$ cat config.mk
export PLATFORM = sky130hd
export DESIGN_NAME = sklansky_sub_pipe_16_flat
export DESIGN_NICKNAME = d
export VERILOG_FILES = /design/src/rtl/sklansky_sub_pipe_16_pkg.sv /design/src/rtl/sklansky_sub_pipe_16_if.sv /design/src/rtl/sklansky_sub_pipe_16_pg_cell.sv /design/src/rtl/sklansky_sub_pipe_16.sv /design/src/flat_wrapper.sv
export SDC_FILE = /design/constraint.sdc
export NUM_CORES = 1
export LEC_CHECK = 0
export ABC_AREA = 1
export CAP_MARGIN = 20
export CORE_ASPECT_RATIO = 0.8
export CORE_MARGIN = 2
export CORE_UTILIZATION = 40
export DETAILED_ROUTE_END_ITERATION = 10
export SKIP_CTS_REPAIR_TIMING = 1
export SYNTH_ARGS = -nofsm -noshare
export SYNTH_HDL_FRONTEND = slang
export SYNTH_SLANG_ARGS = --single-unit
$ cat constraint.sdc
create_clock -name clk -period 7.1 [get_ports clk]
set_clock_uncertainty 0.2 [all_clocks]
set_input_delay 1.42 -clock clk [delete_from_list [all_inputs] [get_ports clk]]
set_output_delay 1.42 -clock clk [all_outputs]
set_load 0.05 [all_outputs]
$ cat src/rtl/sklansky_sub_pipe_16_pkg.sv
// sklansky_sub_pipe_16_pkg: shared constants and stage-1 payload for the pipelined Sklansky subtractor
package sklansky_sub_pipe_16_pkg;
    localparam int W = 16;
    localparam int LAYERS = 4;
    localparam int S1_LAYERS = 2;
    typedef struct packed {
        logic [W-1:0] gp;
        logic [W-1:0] gg;
        logic [W-1:0] h;
        logic         a_msb;
        logic         b_msb;
    } s1_t;
endpackage

$ cat src/rtl/sklansky_sub_pipe_16_if.sv
// sklansky_sub_pipe_16_if: operand/result streams with valid/ready handshakes
interface sklansky_sub_pipe_16_if;
    import sklansky_sub_pipe_16_pkg::*;
    logic         in_valid;
    logic         in_ready;
    logic [W-1:0] a;
    logic [W-1:0] b;
    logic         out_valid;
    logic         out_ready;
    logic [W-1:0] diff;
    logic         borrow;
    logic         ovf;
    logic         zero;
    modport master (
        output in_valid, a, b, out_ready,
        input  in_ready, out_valid, diff, borrow, ovf, zero
    );
    modport slave (
        input  in_valid, a, b, out_ready,
        output in_ready, out_valid, diff, borrow, ovf, zero
    );
endinterface

$ cat src/rtl/sklansky_sub_pipe_16_pg_cell.sv
// sklansky_pg_cell: prefix operator merging a high group (l) with the adjacent low group (r)
module sklansky_pg_cell (
    input  logic pl,
    input  logic gl,
    input  logic pr,
    input  logic gr,
    output logic po,
    output logic go
);
    assign po = pl & pr;
    assign go = gl | (pl & gr);
endmodule

$ cat src/rtl/sklansky_sub_pipe_16.sv
// sklansky_sub_pipe_16: two-stage A - B on a Sklansky prefix tree with borrow/overflow/zero flags
module sklansky_sub_pipe_16
    import sklansky_sub_pipe_16_pkg::*;
#(
    parameter int WIDTH = 16
) (
    input logic clk,
    input logic rst,
    sklansky_sub_pipe_16_if.slave bus
);
    if (WIDTH != 16) begin : g_bad_width
        $error("sklansky_sub_pipe_16 supports WIDTH = 16 only");
    end
    logic [W-1:0] bi;
    logic [LAYERS:0][W-1:0] pp, gg;
    s1_t s1_d, s1_q;
    logic s1_valid, s2_valid, adv1, adv2;
    logic [W-1:0] diff_d, diff_q;
    logic borrow_q, ovf_q, zero_q;
    logic unused_p;
    assign bi = ~bus.b;
    assign pp[0] = bus.a | bi;
    // carry-in of 1 folded into bit 0, so gg[k][i] is the carry out of bit i
    assign gg[0] = (bus.a & bi) | {{(W-1){1'b0}}, bus.a[0] | bi[0]};
    for (genvar l = 1; l <= LAYERS; l++) begin : g_layer
        logic [W-1:0] pin, gin;
        if (l == S1_LAYERS + 1) begin : g_reg
            assign pin = s1_q.gp;
            assign gin = s1_q.gg;
        end else begin : g_comb
            assign pin = pp[l-1];
            assign gin = gg[l-1];
        end
        for (genvar i = 0; i < W; i++) begin : g_bit
            localparam int J = ((i >> (l - 1)) << (l - 1)) - 1;
            if (((i >> (l - 1)) & 1) == 1) begin : g_cell
                sklansky_pg_cell u_cell (
                    .pl(pin[i]),
                    .gl(gin[i]),
                    .pr(pin[J]),
                    .gr(gin[J]),
                    .po(pp[l][i]),
                    .go(gg[l][i])
                );
            end else begin : g_pass
                assign pp[l][i] = pin[i];
                assign gg[l][i] = gin[i];
            end
        end
    end
    assign unused_p = ^pp[LAYERS];
    assign s1_d = '{
        gp:    pp[S1_LAYERS],
        gg:    gg[S1_LAYERS],
        h:     bus.a ^ bi,
        a_msb: bus.a[W-1],
        b_msb: bus.b[W-1]
    };
    assign diff_d = s1_q.h ^ {gg[LAYERS][W-2:0], 1'b1};
    // IN_READY follows OUT_READY combinationally through adv2
    assign adv2 = ~s2_valid | bus.out_ready;
    assign adv1 = ~s1_valid | adv2;
    always_ff @(posedge clk) begin
        if (rst) begin
            s1_valid <= 1'b0;
            s2_valid <= 1'b0;
            diff_q   <= '0;
            borrow_q <= 1'b0;
            ovf_q    <= 1'b0;
            zero_q   <= 1'b0;
        end else begin
            if (adv1) begin
                s1_valid <= bus.in_valid;
                s1_q     <= s1_d;
            end
            if (adv2) begin
                s2_valid <= s1_valid;
                diff_q   <= diff_d;
                borrow_q <= ~gg[LAYERS][W-1];
                ovf_q    <= (s1_q.a_msb != s1_q.b_msb) && (diff_d[W-1] != s1_q.a_msb);
                zero_q   <= ~|diff_d;
            end
        end
    end
    assign bus.in_ready  = adv1;
    assign bus.out_valid = s2_valid;
    assign bus.diff      = diff_q;
    assign bus.borrow    = borrow_q;
    assign bus.ovf       = ovf_q;
    assign bus.zero      = zero_q;
endmodule

$ cat src/flat_wrapper.sv
// flat-port wrapper written by rule: the top's interface ports become plain ports
module sklansky_sub_pipe_16_flat import sklansky_sub_pipe_16_pkg::*;
#(
    parameter int WIDTH = 16
)
  (clk, rst, bus_in_valid, bus_a, bus_b, bus_out_ready, bus_in_ready, bus_out_valid, bus_diff, bus_borrow, bus_ovf, bus_zero);
  sklansky_sub_pipe_16_if bus_i ();
  input logic clk;
  input logic rst;
  input wire logic [$bits(bus_i.in_valid)-1:0] bus_in_valid;
  input wire logic [$bits(bus_i.a)-1:0] bus_a;
  input wire logic [$bits(bus_i.b)-1:0] bus_b;
  input wire logic [$bits(bus_i.out_ready)-1:0] bus_out_ready;
  output wire logic [$bits(bus_i.in_ready)-1:0] bus_in_ready;
  output wire logic [$bits(bus_i.out_valid)-1:0] bus_out_valid;
  output wire logic [$bits(bus_i.diff)-1:0] bus_diff;
  output wire logic [$bits(bus_i.borrow)-1:0] bus_borrow;
  output wire logic [$bits(bus_i.ovf)-1:0] bus_ovf;
  output wire logic [$bits(bus_i.zero)-1:0] bus_zero;
  assign bus_i.in_valid = bus_in_valid;
  assign bus_i.a = bus_a;
  assign bus_i.b = bus_b;
  assign bus_i.out_ready = bus_out_ready;
  assign bus_in_ready = bus_i.in_ready;
  assign bus_out_valid = bus_i.out_valid;
  assign bus_diff = bus_i.diff;
  assign bus_borrow = bus_i.borrow;
  assign bus_ovf = bus_i.ovf;
  assign bus_zero = bus_i.zero;
  sklansky_sub_pipe_16 #(.WIDTH(WIDTH)) u_core (.clk(clk), .rst(rst), .bus(bus_i));
endmodule
==> flow_summary.ini <==
[yosys]
syn_nets = 407
async_reset_ff_share_pct = 0
synth-main-ff-cell = edfxtp_1
yosys_warnings = 0
syn_avg_cell_area_sq_um = 9.64
synth_common_cells = inv_1 (80), nand2_1 (55), edfxtp_1 (46)
synth_top_area_cell = edfxtp_1
yosysMostFrequentCell = inv_1
netlist_area_sq_um = 3280
ys_ff_latch = 67
synth.area.top_cells = edfxtp_1 (42%), dfxtp_1 (13%), ha_1 (12%), inv_1 (9.2%), nand2_1 (6.3%)
yosysSeqAreaShare_pct = 55.0
synth_cell_type_count = 22
yosys.area.top_type_share_pct = 42.2
synth_edf_count = 46
synth_cells = 340

[setup_path]
worstReg2RegEnd = u_core.bus.ovf$_SDFFE_PP0P_
cp_max_fo = 6
cp-startpoint = bus_out_ready
worst-r2r-setup-slack_ps = 4920
worstPathRequired_ps = 5480
start_kind = input pin
reg2regPathDepth = 6
cp.arrival_ps = 2900
timing.rr.start = u_core.bus.out_valid$_SDFFE_PP0P_
worstSetupEndpoint = bus_in_ready
crit_type = in -> out
cp-end-kind = output pin

[finish]
final_cell_area_sq_um = 4140
diodes = 0
fillers = 727
drive_above_1_share_pct = 5.38
syn2layout_area_growth_pct = 26.4
final_nets = 471

[sta]
timing.final.ws_setup_ps = 2580
finalHoldViolations = 0
fin_crit_sh_pct = 63.7
setup_viol = 0
maxSlewViolCount = 0
whs_ps = 274
timing.setup.tns_ps = 0
worstMarginPinSlew_ps = 854
max_freq_ghz = 0.221
rsz0062_at_grt = false
slew_headroom_pct = 42.7
period_needed_ps = 4520

[worst_hold_path]
min_from = u_core.bus.zero$_SDFFE_PP0P_
hold_class = reg -> reg

[drt]
post-route-drc-count = 0
met1_length_um = 2870
via_per_inst = 4.42
dr_wl_met3_um = 257
wl_met2_um = 2620
firstDrtPassIters = 5
drt-initial-drc-count = 75
drt-wirelength-per-cell_um = 11.3
routed.top_layer = met4
ant_nets = 0
vias = 2286
routed_wl_um = 5820

[place]
placed_cell_area_sq_um = 3970
gp_congestion = 0.781
place_ws_ps = 2580
numPortBuffers = 56
hpwl_um = 4290

[power]
power.density_nw_per_um2 = 225
vdd_drop_max_mv = 0.0894
power.leakage_uw = 0.00197

[floorplan]
initial_core_util_pct = 41.2
chipHeight_um = 85.0
row_count = 29
coreArea_sq_um = 7950
io_pins = 57
dieArea_sq_um = 8940
die_w_um = 105

[global_route]
gr-total-overflow = 0
grt_pass1_vias = 2162
grt_pass1_wl_um = 9880
grt_antenna_before_repair = 0
grt_usage_pct = 14.4
grt_max_degree = 47

[flow_run]
maxCapViolCount = 0

[clock_tree]
cts_buffers = 9
clk_pin_slew_ps = 70
root_buffer = clkbuf_8
cts_tree = done
clk_latency_ps = 330
clk_path_buf_depth = 2
numClockSinks = 67
h-tree-depth = 3

[outcome]
status = finished, final reports clean
## how the worst min path moves through the flow
stage	endpoint	slack, ps	depth (start not counted)
5_1_grt	u_core.bus.zero$_SDFFE_PP0P_	300	2
4_1_cts	u_core.bus.zero$_SDFFE_PP0P_	270	2
3_3_place_gp	u_core.bus.zero$_SDFFE_PP0P_	260	2
3_5_place_dp	u_core.bus.zero$_SDFFE_PP0P_	260	2
2_1_floorplan	u_core.bus.out_valid$_SDFFE_PP0P_	240	2
6_report	u_core.bus.zero$_SDFFE_PP0P_	270	2
## cells in the final DEF (no fill, tap or decap), types with 5 or more instances in the layout
master / instances
a21oi_1: 15
clkbuf_8: 9
clkdlybuf4s50_1: 56
dfxtp_1: 21
edfxtp_1: 46
ha_1: 31
inv_1: 80
nand2_1: 55
nand2_2: 5
nand3_1: 10
nor2_1: 22
nor3_1: 7
o211ai_1: 10
o21ai_0: 14
## layer usage
metal / up-vias / global-route usage, %
met5: - / 0
met4: 0 / 4.36
met3: 7 / 5.45
met2: 42 / 22.2
met1: 1022 / 18.9
li1: 1215 / -
## sequential cells by signal, indices dropped and copies added (netlist names)
signal and count:
u_core.bus.borrow 1, u_core.g_layer.pin 12, u_core.bus.out_valid 1, u_core.bus.zero 1
u_core.g_layer.gin 16, u_core.bus.ovf 1, u_core.bus.diff 16, u_core.s1_q 18
u_core.s1_valid 1
## cell type report
class / instances / area, sq um / area share (%)
multi-input combinational: 187 / 1150 / 27.8
timing repair buffer: 57 / 568 / 13.7
clock buffer: 13 / 139 / 3.35
sequential: 67 / 1800 / 43.5
tap: 108 / 135 / 3.26
inverter: 82 / 308 / 7.43
clock inverter: 3 / 38.8 / 0.936
## cells by family (layout without fill, tap and decap cells)
family | count (synthesis) | in the layout | share of synthesized area, %
xor+xnor | 4 | 4 | 1.07
flops | 67 | 67 | 55.0
compound gates | 44 | 44 | 7.87
buf+inv | 86 | 155 | 9.85
simple gates | 108 | 108 | 14.4
fa+ha+maj | 31 | 31 | 11.8
## critical path, cell delays in order
cell and delay, ps:
clkdlybuf4s50_1 420, nor2_2 220, nand2_1 130, clkdlybuf4s50_1 710
## where the power goes
part | leakage, uW | switching [uW] | total (uW) | internal, uW
registers | 0.000624 | 15.5 | 470 | 454
clock network | 0.0000890 | 132 | 293 | 161
logic | 0.00125 | 103 | 171 | 67.5
## metrics by stage
step / cells / total power (uW) / util [%]
global route: 517 / 984 / 52.1
detailed placement: 501 / 650 / 49.9
CTS: 517 / 946 / 52.1
global placement: 501 / 647 / 49.9
finish: 517 / 934 / 52.1
floorplan: 340 / 583 / -
Note: power is estimated with default switching activity, not from simulation.
